--- config.mk ---
export PLATFORM = sky130hd
export DESIGN_NAME = arbitro_op
export DESIGN_NICKNAME = d
export VERILOG_FILES = /design/src/rtl/arbitro_op.sv
export SDC_FILE = /design/constraint.sdc
export NUM_CORES = 1
export LEC_CHECK = 0
export ABC_AREA = 1
export BUFFER_PORTS_ARGS = -buffer_cell sky130_fd_sc_hd__buf_2
export CORE_UTILIZATION = 41
export DETAILED_ROUTE_END_ITERATION = 8
export GPL_TIMING_DRIVEN = 0
export PLACE_DENSITY = 0.66
export SETUP_SLACK_MARGIN = 0.05
export SYNTH_ARGS = -nofsm -noshare
export SYNTH_HDL_FRONTEND = slang
export SYNTH_SLANG_ARGS = --single-unit
--- constraint.sdc ---
create_clock -name clk -period 1.68 [get_ports clk]
set_input_delay 0.336 -clock clk [delete_from_list [all_inputs] [get_ports clk]]
set_output_delay 0.336 -clock clk [all_outputs]
set_load 0.05 [all_outputs]
--- src/rtl/arbitro_op.sv ---
// Round-robin arbiter sharing one operation unit among N request channels.
// Optional watchdog compiled in with `define ARBITRO_TIMEOUT_EN.
module arbitro_op #(
    parameter int N       = 4,
    parameter int TIMEOUT = 255
) (
    input  logic                 clk,
    input  logic                 rst,
    input  logic [N-1:0]         req,
    input  logic                 fimOp,
    output logic                 HabOp,
    output logic [$clog2(N)-1:0] sel,
    output logic [N-1:0]         conc,
    output logic                 erro,
    output logic [1:0]           estado
);

    localparam int SW = $clog2(N);

    typedef enum logic [1:0] {
        OCIOSO = 2'd0,
        OPERA  = 2'd1,
        FIM    = 2'd2,
        INVAL  = 2'd3
    } state_t;

    state_t        state, state_nxt;
    logic [SW-1:0] ptr;
    logic [SW-1:0] winner;
    logic [SW-1:0] idx;
    logic          found;
    logic          expire;

    if (N < 2 || N > 8 || TIMEOUT < 2) begin : g_param_check
        $error("arbitro_op: N must be 2..8 and TIMEOUT at least 2");
    end

    // Search starts one past the last winner and wraps, so the last winner ranks lowest.
    // NOTE: every always_comb output gets a default first; a missed path would infer a latch.
    always_comb begin
        winner = '0;
        idx    = '0;
        found  = 1'b0;
        for (int i = 1; i <= N; i++) begin
            idx = SW'((int'(ptr) + i) % N);
            if (!found && req[idx]) begin
                winner = idx;
                found  = 1'b1;
            end
        end
    end

`ifdef ARBITRO_TIMEOUT_EN
    localparam int CW = $clog2(TIMEOUT);

    logic [CW-1:0] cnt;
    logic          erro_q;

    assign expire = (cnt == CW'(TIMEOUT - 1));
    assign erro   = erro_q;

    // Counter is held at zero while idle, so every grant starts a fresh window.
    always_ff @(posedge clk or negedge rst) begin
        if (!rst) begin
            cnt    <= '0;
            erro_q <= 1'b0;
        end else begin
            if (state != OPERA)
                cnt <= '0;
            else if (!fimOp && !expire)
                cnt <= cnt + 1'b1;
            if (state == OPERA && !fimOp && expire)
                erro_q <= 1'b1;
        end
    end
`else
    assign expire = 1'b0;
    assign erro   = 1'b0;
`endif

    // NOTE: sequential state uses non-blocking assignments so all registers update together.
    always_ff @(posedge clk or negedge rst) begin
        if (!rst) begin
            state <= OCIOSO;
            sel   <= '0;
            ptr   <= SW'(N - 1);
        end else begin
            state <= state_nxt;
            if (state == OCIOSO && found)
                sel <= winner;
            if (state == FIM)
                ptr <= sel;
        end
    end

    always_comb begin
        state_nxt = OCIOSO;
        case (state)
            OCIOSO:  state_nxt = found ? OPERA : OCIOSO;
            OPERA:   state_nxt = (fimOp || expire) ? FIM : OPERA;
            FIM:     state_nxt = OCIOSO;
            default: state_nxt = OCIOSO;
        endcase
    end

    always_comb begin
        conc = '0;
        if (state == FIM)
            conc[sel] = 1'b1;
    end

    assign HabOp  = (state == OPERA);
    assign estado = state;

endmodule

# After elaboration in Yosys (flattened, before gate mapping)
# Cells that the tools add are included.
[classes]
addsub = 4
magnitude_cmp = 6
eq_ne = 2
mux = 22
reduce_logical = 9
[ops]
columns = ["operator", "n"]
rows = [
  ["$lt 2x3->1 const B", 5],
  ["$mux 1", 10],
  ["$mux 2", 5],
  ["$bmux 1 s2", 4],
  ["$logic_and 1x1->1", 5],
  ["$add 2x1->2 const B", 2],
  ["$add 2x2->2 const B", 2],
  ["$mux 4", 1],
  ["$pmux 2 s2", 1],
  ["$logic_not 1->1", 3],
  ["$demux 1 s2", 1],
  ["$eq 2x1->1 const B", 1],
  ["$eq 2x2->1 const B", 1],
  ["$ge 2x1->1 const B", 1],
  ["$logic_not 2->1", 1],
]
[totals]
regBits = 6
input_bits = 7
out_inout_bits = 10
wordCells = 46

# Longest topological paths before layout
[depth]
ltp_word = 15
mapped_depth = 13
mapped_depth_nobuf = 12

# Worst setup path before layout
# Ideal clock, no wire load.
[synth_timing]
path_type = "register to output"
from = "reg state[1] (netlist: estado[1])"
to = "out conc[0]"
t_arrival_ns = 1.877
required_ns = 1.344
setup_slack_ns = -0.533
stages_incl_launch_ff = 3
path_buffers = 0
cell_sequence = "dfrtp_1 nand2_1 nor3_1"
[synth_between]
elab_chain_cells = 2
[synth_lines]
columns = ["element", "line", "text"]
rows = [
  ["start, declared", "27", "state_t state, state_nxt;"],
  ["start signal, assigned", "88", "state <= state_nxt;"],
  ["$eq 2x2->1", "108", "if (state == FIM)"],
  ["$mux 4", "108", ""],
  ["end, declared", "13", "output logic [N-1:0] conc,"],
]
# No other way between the ends.

# Worst setup path after layout
[layout_timing]
from = "reg state[0] (netlist: estado[0])"
to = "out conc[2]"
# The elaborated chain is that of the path after synthesis.

==> flow_metrics.env <==
export IMPL_drt_first_iter_violations=14
export IMPL_leakage_nw=0.467
export IMPL_cp_top_family="flip-flops"
export IMPL_drive_above_1_share_pct=53.8
export IMPL_tritoncts="built"
export IMPL_setup_slack_ns=0.0983
export IMPL_fin_crit_ns=1.58
export IMPL_rsz0062_at_grt="yes"
export IMPL_worstSetupPathType="reg -> out"
export IMPL_reg2reg_depth=11
export IMPL_syn_area_um2=564
export IMPL_wl_um=1390
export IMPL_dieHeight_um=39.1
export IMPL_yosys_area_share_simple_pct=54.5
export IMPL_fillers=111
export IMPL_place_congestion=0.821
export IMPL_vias_per_cell=4.82
export IMPL_synth_top_family_by_area="simple AND/OR/NAND/NOR gates"
export IMPL_setup_tns_ns=0
export IMPL_antenna_cells=0
export IMPL_synthTopCellsByArea="nand2_1 (24%), dfrtp_1 (18%), nand2_2 (11%)"
export IMPL_clk_insertion_delay_late_ns=0.25
export IMPL_ys_async_sr_fraction_pct=100
export IMPL_nNetsFinal=127
export IMPL_cp_num_buf_inv=3
export IMPL_dp_worst_setup_slack_ns=0.126
export IMPL_h_tree_depth=1
export IMPL_dpl_hpwl_um=1000
export IMPL_synth_cell_types=19
export IMPL_maxCapViolCount=0
export IMPL_violations="design-rule violations"
export IMPL_cts_buffers=3
export IMPL_cp_common_cell="inv_2"
export IMPL_critPathMaxFanout=3
export IMPL_core_um2=1280
export IMPL_grt_pass1_wl_um=1900
export IMPL_io_buffers=15
export IMPL_fin_crit_sh_pct=94.2
export IMPL_synth_edf_count=0
export IMPL_synth_top_area_cell="nand2_1"
export IMPL_hp_class="in -> reg"
export IMPL_max_freq_ghz=0.632
export IMPL_powerDensity_nw_per_um2=2330
export IMPL_min_to="estado[1]"
export IMPL_synth_xor_area_share_pct=0
export IMPL_grt_pass1_vias=466
export IMPL_synthMostInstantiatedCell="nand2_1"
export IMPL_yosysTopAreaCellShare_pct=23.9
export IMPL_cp_end_kind="output pin"
export IMPL_fp_dieW_um=39.1
export IMPL_timing_hold_ws_ns=0.324
export IMPL_crit_chain="inv_2, nand2_2, inv_2, nand2_1, nor2_4, buf_8"
export IMPL_syn_inst=94
export IMPL_area_delta_synth_final_pct=51.7
export IMPL_cts_root_buf="clkbuf_4"
export IMPL_clock_sinks=6
export IMPL_synth_seq_cells=6
export IMPL_skew_ns=0.00121
export IMPL_slew_violations=0
export IMPL_rows=13
export IMPL_overflow=0
export IMPL_synthAdderAreaFrac_pct=0
export IMPL_hold_depth=3
export IMPL_start_kind="register"
export IMPL_rr_endpoint="sel[1]"
export IMPL_clk_pin_slew_worst_paths_ns=0.05
export IMPL_synth_compound_area_share_pct=3.77
export IMPL_slowest_stage="dfrtp_2"
export IMPL_avgSynthCellArea_um2=6.00
export IMPL_setup_viol=0
export IMPL_synth_common_cells="nand2_1 (36), inv_1 (11), nand2_2 (10), nor2_1 (10), nand3_1 (6)"
export IMPL_grt_max_degree=11
export IMPL_num_io_pins=17
export IMPL_grt_use_total_pct=18.5
export IMPL_status="finished, violations left"
export IMPL_ant_nets=0
export IMPL_yosysSeqAreaShare_pct=27.1
export IMPL_wl_per_cell_um=10.3
export IMPL_yosysWarnings=0
export IMPL_slowest_delay_ns=0.41
export IMPL_firstDrtPassIters=6
export IMPL_r2r_start="ptr[0]"
export IMPL_cts_buffer_depth=2
export IMPL_via_count=646
export IMPL_start_util_pct=43.9
export IMPL_arrival_ns=1.25
export IMPL_ys_flop_type="dfrtp_1"
export IMPL_fp_dieArea_um2=1530
export IMPL_synthMuxAreaShare_pct=0
export IMPL_peakVddDrop_v=0.00103
export IMPL_synth_nets=101
export IMPL_critical_path_required_ns=1.34
export IMPL_antenna_found_initial=0
export IMPL_drc=2
export IMPL_hold_viol_final=0
export IMPL_min_delay_start="fimOp"
export IMPL_rrSetupSlack_ns=0.1
-- cell families after synthesis --
logic type / after synthesis
buffers and inverters: 16
other: 1
AOI/OAI and AO/OA: 4
and+or+nand+nor: 67
DFF: 6
-- worst register-to-register path, delay by kind of cell, from the launching register on --
family	cells	cell delay (ns)
simple gates	8	0.64
buf+inv	3	0.28
flops	1	0.54
-- state kept, by name, summed over array words and instances (netlist names) --
register / count
estado: 2
ptr: 2
sel: 2
-- layout by cell type (no fill, tap or decap), types with 2 or more instances in the layout --
| cell type | netlist | final |
|---|---|---|
| dfstp_2 | 2 | 2 |
| nand2_4 | 1 | 6 |
| nor2_2 | 0 | 2 |
| buf_4 | 1 | 5 |
| buf_8 | 0 | 3 |
| nand3_2 | 1 | 2 |
| nand2_2 | 10 | 14 |
| nor2_1 | 10 | 6 |
| o21ai_0 | 2 | 2 |
| buf_2 | 0 | 13 |
| inv_1 | 11 | 9 |
| clkbuf_4 | 0 | 3 |
| nand3_1 | 6 | 5 |
| dfrtp_2 | 0 | 4 |
| nand2_1 | 36 | 27 |
| nor2_4 | 1 | 3 |
| inv_2 | 2 | 4 |
-- worst max-delay path by stage --
| stage | start | to | cells past startpoint |
|---|---|---|---|
| after floorplan | estado[0] | conc[0] | 3 |
| after global placement | ptr[0] | sel[1] | 12 |
| after detailed placement | ptr[0] | sel[1] | 12 |
| after CTS | estado[0] | conc[1] | 6 |
| after global routing | ptr[0] | sel[1] | 12 |
| final | estado[0] | conc[2] | 6 |
-- layout make-up --
type | instances | area [um^2] | area share, %
Multi-Input combinational cell | 72 | 410 | 48.0
Sequential cell | 6 | 158 | 18.4
Inverter | 14 | 60.1 | 7.02
Buffer | 2 | 22.5 | 2.63
Clock buffer | 4 | 26.3 | 3.07
Tap cell | 15 | 18.8 | 2.19
Timing Repair Buffer | 21 | 160 | 18.7
-- per-stage QoR --
step | area, um^2 | utilization, % | instances | total power, mW
4_1_cts | 737 | 57.4 | 129 | 1.70
6_report | 856 | 66.6 | 134 | 2.00
5_1_grt | 856 | 66.6 | 134 | 2.19
2_1_floorplan | 592 | - | 94 | 1.31
3_3_place_gp | 686 | 53.4 | 124 | 1.50
3_5_place_dp | 686 | 53.4 | 124 | 1.53
-- power breakdown --
| group | leakage (nW) | switching (mW) | total [mW] | internal, mW |
|---|---|---|---|---|
| logic | 0.387 | 0.955 | 1.50 | 0.549 |
| clock network | 0.0150 | 0.0577 | 0.148 | 0.0903 |
| registers | 0.0646 | 0.101 | 0.344 | 0.243 |
| total | 0.467 | 1.11 | 2.00 | 0.882 |
-- what timing repair did --
| action | in CTS | in global routing |
|---|---|---|
| buffers inserted | 0 | 4 |
| resized for setup | 6 | 19 |
| setup endpoints to repair | 2 | 5 |
| hold buffers | 1 | 0 |
| hold endpoints to repair | 4 | 0 |
| pin swaps | 0 | 9 |
| gates cloned | 0 | 1 |
-- metal layers --
| metal | global-route usage [%] | share of wire [%] | vias up |
|---|---|---|---|
| met4 | 5.17 | 0.65 | 0 |
| met3 | 6.94 | 3.4 | 2 |
| met5 | 0 | 0 | - |
| met1 | 23.2 | 43 | 298 |
| li1 | - | - | 335 |
| met2 | 29.2 | 53 | 11 |
(Power assumes the default switching activity.)
